$ cat config.mk
export PLATFORM = sky130hd
export DESIGN_NAME = imem_loader
export DESIGN_NICKNAME = d
export VERILOG_FILES = /design/src/rtl/cpu_pkg.sv /design/src/rtl/imem_loader.sv
export SDC_FILE = /design/constraint.sdc
export NUM_CORES = 1
export LEC_CHECK = 0
export ABC_AREA = 1
export BUFFER_PORTS_ARGS = -buffer_cell sky130_fd_sc_hd__buf_2
export CORE_UTILIZATION = 63
export DETAILED_ROUTE_END_ITERATION = 8
export PLACE_DENSITY = 0.92
export RECOVER_POWER = 50
export SYNTH_ARGS = -nofsm -noshare
export SYNTH_HDL_FRONTEND = slang
export SYNTH_SLANG_ARGS = --single-unit
$ cat constraint.sdc
create_clock -name clk -period 3.05 [get_ports clk]
set_input_delay 0 -clock clk [delete_from_list [all_inputs] [get_ports clk]]
set_output_delay 0 -clock clk [all_outputs]
set_load 0.01 [all_outputs]
$ cat src/rtl/cpu_pkg.sv
// Shared CPU definitions: instruction-memory geometry and the boot-loader
// state encoding. Imported by the loader and by the fetch stage.
package cpu_pkg;

    localparam int unsigned IMEM_ADDR_W = 12;
    localparam int unsigned IMEM_DEPTH  = 4096;

    typedef enum logic [2:0] {
        S_CNT_LO = 3'd0,
        S_CNT_HI = 3'd1,
        S_DATA   = 3'd2,
        S_WRITE  = 3'd3,
        S_DONE   = 3'd4,
        S_ERR    = 3'd5
    } loader_state_t;

endpackage

$ cat src/rtl/imem_loader.sv
// Boot-time instruction-memory loader.
// Takes a byte stream (16-bit LE word count, then that many LE 32-bit words),
// writes each assembled word to instruction memory with a one-cycle strobe,
// and keeps the CPU in reset until the whole program is in place.
// Ports:
//   clk, res          clock (rising edge), async active-low reset
//   byte_valid/data   incoming stream byte, consumed when byte_ready is high
//   byte_ready        loader accepts a byte this cycle
//   reload            pulse; restarts a load once the previous one is done
//   imem_we/addr/wdata  instruction-memory write port
//   cpu_hold          1 = CPU held in reset
//   done              load complete
//   err               header word count too large; sticky until reset
module imem_loader
    import cpu_pkg::*;
#(
    parameter int unsigned ADDR_W = IMEM_ADDR_W,
    parameter int unsigned DEPTH  = IMEM_DEPTH
) (
    input  logic              clk,
    input  logic              res,
    input  logic              byte_valid,
    input  logic [7:0]        byte_data,
    output logic              byte_ready,
    input  logic              reload,
    output logic              imem_we,
    output logic [ADDR_W-1:0] imem_addr,
    output logic [31:0]       imem_wdata,
    output logic              cpu_hold,
    output logic              done,
    output logic              err
);

    localparam int unsigned CNT_W = 16;

    loader_state_t    state;
    logic [7:0]       cnt_lo;
    logic [CNT_W-1:0] remaining;
    logic [1:0]       byte_idx;
    logic [23:0]      asm_lo;     // lanes 0..2; lane 3 comes straight from the 4th byte
    logic             accept;
    logic [CNT_W-1:0] hdr_count;

    // Ready is purely a decode of the registered state, so no input reaches it.
    assign byte_ready = (state == S_CNT_LO) || (state == S_CNT_HI) || (state == S_DATA);
    assign accept     = byte_valid && byte_ready;
    assign hdr_count  = {byte_data, cnt_lo};

    // Loader FSM with registered outputs.
    always_ff @(posedge clk or negedge res) begin
        if (!res) begin
            state      <= S_CNT_LO;
            cnt_lo     <= 8'd0;
            remaining  <= '0;
            byte_idx   <= 2'd0;
            asm_lo     <= 24'd0;
            imem_we    <= 1'b0;
            imem_addr  <= '0;
            imem_wdata <= 32'd0;
            cpu_hold   <= 1'b1;
            done       <= 1'b0;
            err        <= 1'b0;
        end else begin
            imem_we <= 1'b0;
            unique case (state)
                S_CNT_LO: begin
                    if (accept) begin
                        cnt_lo <= byte_data;
                        state  <= S_CNT_HI;
                    end
                end
                S_CNT_HI: begin
                    if (accept) begin
                        if (hdr_count == '0) begin
                            state    <= S_DONE;
                            done     <= 1'b1;
                            cpu_hold <= 1'b0;
                        end else if (hdr_count > CNT_W'(DEPTH)) begin
                            state <= S_ERR;
                            err   <= 1'b1;
                        end else begin
                            remaining <= hdr_count;
                            imem_addr <= '0;
                            byte_idx  <= 2'd0;
                            state     <= S_DATA;
                        end
                    end
                end
                S_DATA: begin
                    if (accept) begin
                        byte_idx <= byte_idx + 2'd1;
                        case (byte_idx)
                            2'd0: asm_lo[7:0]   <= byte_data;
                            2'd1: asm_lo[15:8]  <= byte_data;
                            2'd2: asm_lo[23:16] <= byte_data;
                            default: begin
                                // Fourth byte completes the word; strobe next cycle.
                                imem_wdata <= {byte_data, asm_lo};
                                imem_we    <= 1'b1;
                                state      <= S_WRITE;
                            end
                        endcase
                    end
                end
                S_WRITE: begin
                    imem_addr <= imem_addr + ADDR_W'(1);
                    remaining <= remaining - CNT_W'(1);
                    if (remaining == CNT_W'(1)) begin
                        state    <= S_DONE;
                        done     <= 1'b1;
                        cpu_hold <= 1'b0;
                    end else begin
                        state <= S_DATA;
                    end
                end
                S_DONE: begin
                    if (reload) begin
                        state     <= S_CNT_LO;
                        cpu_hold  <= 1'b1;
                        done      <= 1'b0;
                        imem_addr <= '0;
                    end
                end
                S_ERR: begin
                    err      <= 1'b1;
                    cpu_hold <= 1'b1;
                    done     <= 1'b0;
                end
                default: begin
                    state <= S_CNT_LO;
                end
            endcase
        end
    end

endmodule

==> qor.log, run 1 <==
qor: logic_synthesis.synth_top_family_by_area simple AND/OR/NAND/NOR gates
qor: clock_tree.clk_path_buf_depth 2
qor: logic_synthesis.synth-seq-area-share 0.5000
qor: timing.setup_viol 0
qor: routing.antenna_violating_nets_post_route 0
qor: routing.detailedRoute.firstPassIterationCount 5
qor: timing.total_negative_slack_for_setup_checks 0 ns
qor: logic_synthesis.post_synth.cell_area_avg 8.028 sq um
qor: final_layout.mostFrequentLayoutCells nand2_1, dfrtp_1, clkbuf_1, nor2_1, inv_1
qor: clock_tree.post_cts_buffers 0
qor: timing.rsz0062_at_grt false
qor: final_layout.layout.cells.most_common nand2_1
qor: critical_path.cp_capture_type async pin
qor: logic_synthesis.synth_xor_xnor_area_share 0.005195
qor: timing.timing.slew.headroom -0.1518
qor: critical_path.crit_path_cell_trace dlygate4sd3_1, clkbuf_2, clkbuf_1
qor: clock_tree.post_cts.resized_instances 0
qor: routing.wl 11280 microns
qor: timing.final_min_period_over_clock_period 0.6822
qor: global_route.gr-usage-met1 0.3875
qor: global_route.grt_start_max_net_pins 74
qor: floorplan.num_rows 32
qor: final_layout.num_antenna_cells 0
qor: min_path.hp_class input pin to flip-flop
qor: critical_path.required 3.46 ns
qor: power.power_leakage 2.922 nW
qor: floorplan.floorplan.die_area 0.008390 sq mm
qor: logic_synthesis.ys_warn_count 0
qor: logic_synthesis.ys.flop_type dfrtp_1
qor: global_route.first_global_vias 4189
qor: timing.achievable-frequency 480.6 MHz
qor: timing.timing_hold_violations_final 0
qor: floorplan.core_area 0.007727 sq mm
qor: logic_synthesis.post_synth_and_or_nand_nor_area_fraction 0.3221
qor: final_layout.fillCellCount 588
qor: routing.detail_route.drc_violations 0
qor: clock_tree.clkSlewWorstSetupHoldPaths 0.11 ns
qor: logic_synthesis.number_of_enable_flip_flop_cells_after_synthesis 0
qor: clock_tree.cts_tree built
qor: clock_tree.cts_hold_repair.buffers 6
qor: placed_design.hpwl 7847 microns
qor: logic_synthesis.synthesis.nets 649
qor: logic_synthesis.synth_top_area_frac 0.4948
qor: logic_synthesis.postSynthRegisterBits 101
qor: global_route.globalRouteMet3Util 0.04104
qor: global_route.antenna_found_initial 0
qor: global_route.wire_length_of_the_first_global_routing_pass 19150 microns
qor: routing.wire_per_inst 14.13 microns
qor: placed_design.port-buffer-count 60
qor: final_layout.sequential_cell_area 0.002529 sq mm
qor: timing.finalClockSkew 0.01282 ns
qor: logic_synthesis.synthesized_cell_area 0.005057 sq mm
qor: timing.fin_hold_ws 0.01301 ns
qor: critical_path.cp_slowest_stage_delay 1.24 ns
qor: critical_path.cp.arrival 2.49 ns
qor: routing.via_count 4432
qor: logic_synthesis.async_sr_flop_fraction 1.000
qor: floorplan.x_dimension_of_the_die 91.60 microns
qor: clock_tree.tritoncts_num_sinks 101
qor: final_layout.num-nets-final 710
qor: clock_tree.tritoncts_buffers 9
qor: placed_design.globalplace.congestion 0.8811
qor: global_route.grt_use_total 0.2905
qor: outcome.outcome finished, violations left
qor: logic_synthesis.synth_cell_type_count 35
qor: final_layout.multi_input_area 0.002207 sq mm
qor: floorplan.ios 61
qor: logic_synthesis.synth_area_leader_cell dfrtp_1
qor: routing.drt_iter0_drc 346
qor: clock_tree.clk-insertion-delay-late 0.38 ns
qor: outcome.violations max-capacitance violations, max-slew violations
qor: logic_synthesis.synth_area_leaders dfrtp_1, nand2_1, nor2_1, nand3_1, inv_1
qor: final_layout.share_of_final_layout_standard_cells_stronger_than_drive_strength_1 0.09195
qor: clock_tree.ctsHtreeMaxLevel 3
qor: global_route.globalRoute.busiestLayer met2
qor: logic_synthesis.synthesized_netlist_cell_count 630
qor: floorplan.initial_utilization 0.6545
qor: critical_path.critical_path_class input pin to async pin
qor: power.irDropWorstVdd 770.9 uV
qor: flow_run.max_cap_viol_count 1
qor: logic_synthesis.synth.mux.area_fraction 0
qor: timing.worst_slew_pin_slew 1.728 ns
qor: floorplan.dieHeight 91.60 microns
qor: clock_tree.cts-root-buf clkbuf_8
qor: logic_synthesis.synth_adder_area_share 0.01732
qor: global_route.groute.layer.met2.usage 0.4856
qor: global_route.grt_overflow 0
qor: critical_path.worst_setup_path_start_kind input pin
qor: critical_path.crit_slowest_cell clkbuf_2
qor: timing.period_needed 2.081 ns
qor: critical_path.timing.critical_path.fanout_max 73
qor: power.power.density 707.7 mW/mm^2
qor: timing.timing.final.max_slew_violations 74
qor: routing.via_per_inst 5.554
qor: final_layout.layout-area-overhead-vs-synth 9.822%
qor: logic_synthesis.synth_compound_gate_area_share 0.09179
## layout make-up
class | count | share of cell area
clock buffers | 9 | 0.02230
clock inverters | 7 | 0.01464
inverters | 43 | 0.02996
multi-input cells | 467 | 0.3974
flip-flops and latches | 101 | 0.4553
well taps | 102 | 0.02298
repair buffers | 69 | 0.05745
## synth_stat cells (5+ instances only)
cell type / number
buf_6: 9
o21bai_1: 18
inv_1: 38
nor3_1: 5
o21ai_2: 8
nand3_1: 34
or2_2: 5
nand2_1: 268
ha_1: 7
nand2_4: 7
nor2_1: 47
dfrtp_1: 100
o21ai_1: 24
o21ai_0: 19
## sequential cells by signal, summed over array words and instances, names as in the netlist
name / flops
cpu_hold: 1
asm_lo: 24
done: 1
byte_idx: 2
state: 3
err: 1
imem_wdata: 32
cnt_lo: 8
imem_we: 1
remaining: 16
imem_addr: 12
## power by group
| part | switching (mW) | internal, mW |
|---|---|---|
| clock | 0.533 | 0.333 |
| sequential | 0.230 | 1.59 |
| combinational | 0.836 | 0.411 |
| total | 1.60 | 2.33 |
## path summary, 6_finish.rpt
kind                               start              to  slack (ns)  cells past startpoint
min in group asynchronous            res   imem_wdata[3]        0.61                      2
setup reg to reg                state[1]  imem_wdata[25]        1.03                      7
hold reg to reg            imem_wdata[2]   imem_wdata[2]        0.48                      2
setup / recovery                     res    remaining[1]        0.97                      3
max in group clk                state[1]  imem_wdata[25]        1.03                      7
hold / removal              byte_data[3]   remaining[11]        0.01                      5
## per-layer routing
metal	up-vias	share of wire
li1	2117	-
met1	2134	0.44
met2	159	0.49
met3	22	0.057
met4	0	0.017
met5	-	0
## stage by stage
stage / total power [mW] / util / setup WS, ns / std cells / instance area [sq um]
global placement: 2.969 / 0.6930 / 1.175 / 776 / 5355
detailed placement: 3.050 / 0.6930 / 1.076 / 776 / 5355
global route: 4.199 / 0.7188 / 0.5103 / 798 / 5554
floorplan: 2.763 / - / 1.613 / 630 / 5057
finish: 3.931 / 0.7188 / 0.9693 / 798 / 5554
CTS: 3.918 / 0.7273 / 1.044 / 798 / 5620
## logic make-up after synthesis
| kind of cell | count (synthesis) |
|---|---|
| xor+xnor | 3 |
| compound gates | 76 |
| fa+ha+maj | 7 |
| simple gates | 381 |
| flops | 101 |
| buf+inv | 62 |
## worst max-delay path, delay by kind of cell
family | cells | cell delay [ns]
buffers and inverters | 3 | 2.47
No activity file was read; power rests on OpenSTA's default activity.
==> run 2: changes to the inputs <==
--- a/config.mk
+++ b/config.mk
@@ -7,9 +7,9 @@
 export LEC_CHECK = 0
 export ABC_AREA = 1
 export BUFFER_PORTS_ARGS = -buffer_cell sky130_fd_sc_hd__buf_2
-export CORE_UTILIZATION = 63
+export CORE_UTILIZATION = 53
 export DETAILED_ROUTE_END_ITERATION = 8
-export PLACE_DENSITY = 0.92
+export PLACE_DENSITY = 0.84
 export RECOVER_POWER = 50
 export SYNTH_ARGS = -nofsm -noshare
 export SYNTH_HDL_FRONTEND = slang
==> constraint.sdc (replaced) <==
create_clock -name clk -period 1.7 [get_ports clk]
set_input_delay 0 -clock clk [delete_from_list [all_inputs] [get_ports clk]]
set_output_delay 0 -clock clk [all_outputs]
set_load 0.01 [all_outputs]
==> run 2 against run 1 <==
Compared with the run above: the run now ends clean; register-to-register slack worse by 0.99 ns; first-iteration DRC count shrank 12%; critical path depth increased by 6; global-route usage shrank 3.2 points; wire length rose by 6.0%; clock skew rose by 0.00071 ns; final cell count grew 5.8%; design area rose by 4.5%; flip-flop and latch count stayed put; combinational power rose by 120%; die area rose by 18%; largest power group unchanged; highest routed layer unchanged.
==> qor.log, run 2 (same netlist as run 1, synthesis figures left out) <==
qor: clock_tree.ctsHtreeMaxLevel 3 [unchanged]
qor: final_layout.layout-area-overhead-vs-synth 14.72%
qor: final_layout.layout.cells.non_filler 844 [+5.8%]
qor: routing.detailedRoute.firstPassIterationCount 8 [+3]
qor: floorplan.dieHeight 99.69 microns [+8.8%]
qor: timing.finalClockSkew 0.01353 ns [+0.0007085 ns]
qor: final_layout.mostFrequentLayoutCells nand2_1, dfrtp_1, nor2_1, inv_1, buf_2
qor: timing.period_needed 1.663 ns
qor: final_layout.num_antenna_cells 0 [unchanged]
qor: critical_path.timing.critical_path.from cnt_lo[2]
qor: clock_tree.tritoncts_num_sinks 101 [unchanged]
qor: min_path.hp_class input pin to flip-flop
qor: timing.timing_hold_violations_final 0 [unchanged]
qor: floorplan.x_dimension_of_the_die 99.69 microns [+8.8%]
qor: critical_path.timing.critical_path.fanout_max 7 [-90%]
qor: routing.via_per_inst 5.368 [-3.3%]
qor: timing.setup_viol 0 [unchanged]
qor: global_route.antenna_found_initial 0 [unchanged]
qor: routing.detail_route.drc_violations 0 [unchanged]
qor: floorplan.ios 61 [unchanged]
qor: power.power.density 1287 mW/mm^2 [+82%]
qor: clock_tree.clk-insertion-delay-late 0.38 ns [about the same]
qor: power.switching_share 0.4000 [-0.006793]
qor: power.clockPowerShare 0.201 [-0.020]
qor: power.irDropWorstVdd 1201 uV [+56%]
qor: global_route.wire_length_of_the_first_global_routing_pass 20050 microns [+4.7%]
qor: floorplan.core_area 0.009240 sq mm [+20%]
qor: floorplan.floorplan.die_area 0.009937 sq mm [+18%]
qor: routing.via_count 4531 [+2.2%]
qor: routing.wl 11950 microns [+6.0%]
qor: clock_tree.cts_tree built
qor: timing.final_min_period_over_clock_period 0.9784
qor: outcome.outcome finished clean
qor: global_route.first_global_vias 4393 [+4.9%]
qor: critical_path.regToRegSetupSlack 0.04 ns [-0.99 ns]
qor: placed_design.dp.cells 818 [+5.4%]
qor: global_route.grt_use_total 0.2584 [-0.03206]
qor: timing.timing.final.max_slew_violations 0 [-100%]
qor: final_layout.num-nets-final 729 [+2.7%]
qor: global_route.grt_overflow 0 [unchanged]
qor: routing.antenna_violating_nets_post_route 0 [unchanged]
qor: power.power.sequential.fraction 0.436 [-0.026]
qor: clock_tree.tritoncts_buffers 9 [unchanged]
qor: critical_path.destination_of_the_critical_timing_path remaining[9]
qor: final_layout.share_of_final_layout_standard_cells_stronger_than_drive_strength_1 0.1678 [+0.07588]
qor: critical_path.r2r_cells 9 [+2]
qor: critical_path.required 1.95 ns [-1.51 ns]
qor: min_path.cell_depth_of_the_worst_hold_path 5 [unchanged]
qor: global_route.grt_start_max_net_pins 41 [-45%]
qor: flow_run.max_cap_viol_count 0 [-1]
qor: placed_design.hpwl 8430 microns [+7.4%]
qor: clock_tree.clk_path_buf_depth 2 [unchanged]
qor: final_layout.layout.cell_area.non_filler 0.005802 sq mm [+4.5%]
qor: routing.wire_per_inst 14.16 microns [+0.23%]
qor: clock_tree.cts-root-buf clkbuf_8
qor: power.internal_power 4.479 mW [+92%]
qor: critical_path.cp_capture_type flip-flop
qor: clock_tree.clkSlewWorstSetupHoldPaths 0.10 ns [about the same]
qor: timing.achievable-frequency 601.2 MHz
qor: power.power_leakage 3.131 nW [+7.1%]
qor: timing.worst_slew_pin_slew 0.9459 ns [-0.7818 ns]
qor: critical_path.cp.arrival 1.91 ns [-0.58 ns]
qor: critical_path.critical_path_class flip-flop to flip-flop
qor: power.switching_power 2.986 mW [+87%]
qor: final_layout.regMostFlops imem_wdata
qor: floorplan.initial_utilization 0.5473 [-0.1071]
qor: final_layout.largest_registers imem_wdata x32, asm_lo x24, remaining x16
qor: floorplan.num_rows 35 [+9.4%]
qor: power.p_comb_frac 0.364 [+0.047]
qor: final_layout.largest_register_ffs 32 [unchanged]
qor: critical_path.regToRegEndpoint remaining[9]
qor: placed_design.globalplace.congestion 0.8812 [about the same]
qor: critical_path.r2r_start cnt_lo[2]
qor: critical_path.worst_setup_path_start_kind flip-flop
qor: final_layout.layout.cells.most_common nand2_1
qor: timing.timing.slew.headroom 0.3694 [+0.5212]
qor: placed_design.total_placed_instance_area 0.005527 sq mm [+3.2%]
qor: placed_design.port-buffer-count 60 [unchanged]
qor: routing.drt_iter0_drc 306 [-12%]
[run 2: changes by cell type in the layout (fill, tap and decap cells not counted), sizes merged]
cell / delta
inv: -1
clkbuf: -21
dlygate4sd3: -3
clkinv: +1
buf: +43
[run 2: layout make-up]
| class | count | area (sq um) |
|---|---|---|
| Fill cell | 773 | 3438 |
| Sequential cell | 101 | 2531 |
| Multi-Input combinational cell | 467 | 2253 |
| Timing Repair Buffer | 88 | 495.5 |
| Inverter | 43 | 168.9 |
| Tap cell | 129 | 161.4 |
| Clock buffer | 9 | 123.9 |
| Clock inverter | 7 | 67.56 |
[run 2: per-stage QoR]
stage / hold WS [ns] / setup TNS (ns) / power, mW / worst slack [ns] / util
2_1_floorplan: -0.2956 / 0 / 4.957 / 0.2625 / -
3_3_place_gp: -0.003826 / 0 / 5.559 / 0.08461 / 0.5981
3_5_place_dp: 0.0003462 / -0.004643 / 5.693 / -0.004643 / 0.5981
4_1_cts: 0.006113 / 0 / 7.225 / 0.01015 / 0.6229
5_1_grt: 0.01896 / -0.03961 / 7.952 / -0.03368 / 0.6279
6_report: 0.02150 / 0 / 7.465 / 0.03665 / 0.6279
[run 2: power by group through the flow]
stage	clock network, mW	logic (mW)	registers (mW)
floorplan	0	1.79	3.17
global placement	0	2.31	3.25
detailed placement	0	2.42	3.27
CTS	1.52	2.48	3.23
global route	1.62	3.03	3.30
finish	1.50	2.71	3.25
[run 2: how the worst min path moves through the flow]
stage / start / to / slack, ns
after floorplan: res / asm_lo[0] / -0.30
after global placement: res / imem_wdata[3] / -0.004
after detailed placement: res / imem_wdata[2] / 0.0003
after CTS: byte_data[7] / imem_wdata[31] / 0.006
after global routing: byte_data[7] / imem_wdata[31] / 0.02
final: byte_data[3] / remaining[11] / 0.02
[run 2: critical path: stages (launching register included)]
cell	delay [ns]
dfrtp_1	0.43
nor2_1	0.10
nand2_1	0.10
nor2_4	0.16
nand2_2	0.10
nand3_4	0.09
nand2_4	0.10
buf_6	0.15
o21bai_1	0.21
nand2_1	0.09
[run 2: metal layers]
layer / global-route usage / vias to the layer above / wire (microns)
met5: 0 / - / 0
met1: 0.3211 / 2193 / 5073
met3: 0.05200 / 29 / 659
li1: - / 2144 / -
met2: 0.4456 / 165 / 5936
met4: 0.09615 / 0 / 283
[run 2: timing repair]
| action | in CTS | in global routing |
|---|---|---|
| hold endpoints to repair | 76 | 0 |
| pin swaps | 0 | 7 |
| hold buffers | 3 | 0 |
| resized for setup | 2 | 14 |
| setup buffers | 0 | 7 |
| setup endpoints to repair | 5 | 58 |
==> run 3: changes to the inputs <==
--- a/config.mk
+++ b/config.mk
@@ -7,9 +7,12 @@
 export LEC_CHECK = 0
 export ABC_AREA = 1
 export BUFFER_PORTS_ARGS = -buffer_cell sky130_fd_sc_hd__buf_2
-export CORE_UTILIZATION = 53
+export CELL_PAD_IN_SITES_DETAIL_PLACEMENT = 1
+export CELL_PAD_IN_SITES_GLOBAL_PLACEMENT = 2
+export CORE_ASPECT_RATIO = 1.75
+export CORE_UTILIZATION = 31
 export DETAILED_ROUTE_END_ITERATION = 8
-export PLACE_DENSITY = 0.84
+export PLACE_DENSITY = 0.83
 export RECOVER_POWER = 50
 export SYNTH_ARGS = -nofsm -noshare
 export SYNTH_HDL_FRONTEND = slang
==> run 3 against run 2 <==
Compared with the run above: the run now ends with design-rule violations left; flip-flop and latch count stayed put; worst hold slack worse by 0.014 ns; critical path type unchanged; largest power group unchanged; power is 7.6% higher; sequential power is 1% lower; clock skew is 0.0044 ns lower; global-route usage is 7.8 points lower; clock-buffer cell count stayed put; fmax is 5.3% higher; utilization is 25 points lower.
==> qor.log, run 3 (same netlist as run 1, synthesis figures left out) <==
qor: timing.timing.final.max_slew_violations 0 [unchanged]
qor: min_path.hp_class input pin to flip-flop
qor: critical_path.cp.arrival 1.80 ns [-0.11 ns]
qor: routing.detailedRoute.firstPassIterationCount 8 [unchanged]
qor: final_layout.largest_register_ffs 32 [unchanged]
qor: placed_design.globalplace.congestion 0.7834 [-11%]
qor: timing.final_min_period_over_clock_period 0.9294 [-0.04908]
qor: floorplan.floorplan.die_area 0.01685 sq mm [+70%]
qor: timing.period_needed 1.580 ns [-0.08344 ns]
qor: routing.drt_iter0_drc 151 [-51%]
qor: min_path.worstHoldStart byte_data[2]
qor: critical_path.crit_path_cell_trace nor2_1, nand2_1, nor2_4, nand2_2, nand3_2, nand2_2, buf_12, o21bai_1, nand2_1
qor: clock_tree.clk_path_buf_depth 2 [unchanged]
qor: routing.antenna_violating_nets_post_route 0 [unchanged]
qor: outcome.violations design-rule violations
qor: floorplan.core_area 0.01595 sq mm [+73%]
qor: critical_path.critical_path_class flip-flop to flip-flop
qor: power.irDropWorstVdd 588.5 uV [-51%]
qor: timing.finalClockSkew 0.009104 ns [-0.004421 ns]
qor: power.power.density 1337 mW/mm^2 [+3.9%]
qor: clock_tree.clkSlewWorstSetupHoldPaths 0.07 ns [-0.03 ns]
qor: placed_design.dp.cells 886 [+8.3%]
qor: critical_path.cp_capture_type flip-flop
qor: timing.fin_hold_ws 0.007517 ns [-0.01398 ns]
qor: timing.setup_slack 0.1201 ns [+0.08344 ns]
qor: global_route.wire_length_of_the_first_global_routing_pass 24070 microns [+20%]
qor: clock_tree.ctsHtreeMaxLevel 3 [unchanged]
qor: routing.wire_per_inst 15.53 microns [+9.7%]
qor: placed_design.port-buffer-count 60 [unchanged]
qor: critical_path.r2r_cells 9 [unchanged]
qor: critical_path.worst_setup_path_start_kind flip-flop
qor: outcome.outcome finished, violations left
qor: final_layout.layout.cells.most_common nand2_1
qor: flow_run.max_cap_viol_count 0 [unchanged]
qor: global_route.antenna_found_initial 0 [unchanged]
qor: floorplan.initial_utilization 0.3170 [-0.2303]
qor: clock_tree.clk-insertion-delay-late 0.34 ns [-0.04 ns]
qor: final_layout.multi_input_area 0.002258 sq mm [+0.22%]
qor: floorplan.ios 61 [unchanged]
qor: global_route.first_global_vias 4830 [+9.9%]
qor: clock_tree.cts-root-buf clkbuf_16
qor: global_route.grt_use_total 0.1809 [-0.07755]
qor: timing.worst_slew_pin_slew 0.9861 ns [+0.04017 ns]
qor: critical_path.r2r_start cnt_lo[4]
qor: floorplan.num_rows 61 [+74%]
qor: timing.achievable-frequency 633.0 MHz [+5.3%]
qor: critical_path.timing.critical_path.fanout_max 16 [+9]
qor: critical_path.required 1.92 ns [-0.03 ns]
qor: critical_path.regToRegSetupSlack 0.12 ns [+0.08 ns]
qor: timing.timing_hold_violations_final 0 [unchanged]
qor: routing.detail_route.drc_violations 4 [+4]
qor: timing.timing.slew.headroom 0.3426 [-0.02678]
qor: final_layout.regMostFlops imem_wdata
qor: floorplan.x_dimension_of_the_die 98.55 microns [-1.1%]
qor: placed_design.hpwl 10450 microns [+24%]
qor: critical_path.cp_slowest_stage_delay 0.40 ns [-0.03 ns]
qor: final_layout.mostFrequentLayoutCells nand2_1, dfrtp_1, nor2_1, inv_1, buf_2
qor: routing.via_per_inst 4.889 [-8.9%]
qor: final_layout.sequential_cell_area 0.002531 sq mm [unchanged]
qor: final_layout.fillCellCount 1967 [+150%]
qor: global_route.grt_overflow 0 [unchanged]
qor: timing.setup_viol 0 [unchanged]
qor: clock_tree.cts_tree built
qor: final_layout.num-nets-final 729 [unchanged]
qor: routing.wl 14030 microns [+17%]
qor: clock_tree.tritoncts_buffers 9 [unchanged]
qor: final_layout.layout.cells.non_filler 903 [+7.0%]
qor: power.power_leakage 3.187 nW [+1.8%]
qor: final_layout.layout-area-overhead-vs-synth 18.78%
qor: final_layout.share_of_final_layout_standard_cells_stronger_than_drive_strength_1 0.1807 [+0.01284]
qor: power.totalPowerFinal 8.029 mW [+7.6%]
qor: min_path.min_delay_worst_endpoint remaining[10]
qor: placed_design.dpl_worst_slack -0.03538 ns [-0.03074 ns]
qor: critical_path.crit_slowest_cell dfrtp_1
qor: critical_path.regToRegEndpoint remaining[13]
qor: floorplan.dieHeight 171.0 microns [+72%]
qor: global_route.grt_start_max_net_pins 102 [+150%]
qor: clock_tree.tritoncts_num_sinks 101 [unchanged]
qor: routing.via_count 4415 [-2.6%]
qor: final_layout.num_antenna_cells 0 [unchanged]
qor: final_layout.largest_registers imem_wdata x32, asm_lo x24, remaining x16
qor: min_path.cell_depth_of_the_worst_hold_path 5 [unchanged]
-- run 3: changes by cell type in the layout (fill, tap and decap cells not counted), moves of 3 or more --
cell,previous run,this run
buf_4,19,22
clkbuf_16,0,9
inv_6,4,1
clkbuf_2,3,0
clkbuf_8,9,0
clkbuf_1,25,22
-- run 3: cell type report --
type / instances / area share
Clock buffer: 9 / 0.03749
Clock inverter: 6 / 0.009373
Inverter: 43 / 0.02770
Multi-Input combinational cell: 467 / 0.3760
Sequential cell: 101 / 0.4214
Tap cell: 189 / 0.03937
Timing Repair Buffer: 88 / 0.08873
-- run 3: how the worst max path moves through the flow --
stage | start | endpoint | cells past startpoint
6_report | cnt_lo[4] | remaining[13] | 9
2_1_floorplan | state[2] | remaining[8] | 9
4_1_cts | remaining[2] | remaining[15] | 8
3_5_place_dp | cnt_lo[4] | imem_addr[10] | 10
5_1_grt | cnt_lo[4] | byte_idx[0] | 11
3_3_place_gp | cnt_lo[6] | imem_addr[8] | 10
-- run 3: worst max-delay path, delay by kind of cell, from the launching register on --
kind	cells	cell delay, ns
buffers and inverters	1	0.17
flip-flops	1	0.40
AO/OA/AOI/OAI	1	0.15
AND/OR/NAND/NOR	7	0.73
-- run 3: timing repair --
action / 4_1_cts / 5_1_grt
hold buffers: 1 / 0
gates resized for setup: 2 / 18
pin swaps: 0 / 2
endpoints found under the setup margin: 14 / 35
setup buffers: 0 / 1
endpoints found under the hold margin: 100 / 0
-- run 3: power by group --
group          leakage, nW  switching, mW  internal (mW)
clock network        0.136          0.977           1.01
logic                 1.69           1.74           1.09
registers             1.36          0.355           2.85
total                 3.19           3.07           4.96
-- run 3: stage by stage --
stage / cell area, sq um / TNS [ns] / util
after floorplan: 5057 / 0 / -
after global placement: 5687 / 0 / 0.3565
after detailed placement: 5687 / -0.3022 / 0.3565
after CTS: 5983 / 0 / 0.3751
after global routing: 6007 / -0.01020 / 0.3766
final: 6007 / 0 / 0.3766
-- run 3: routing by layer --
layer | wire length (microns) | vias to the layer above | track usage
li1 | - | 2144 | -
met1 | 5502 | 2203 | 0.1906
met2 | 7998 | 57 | 0.3659
met3 | 323 | 11 | 0.02614
met4 | 203 | 0 | 0.04867
met5 | 0 | - | 0
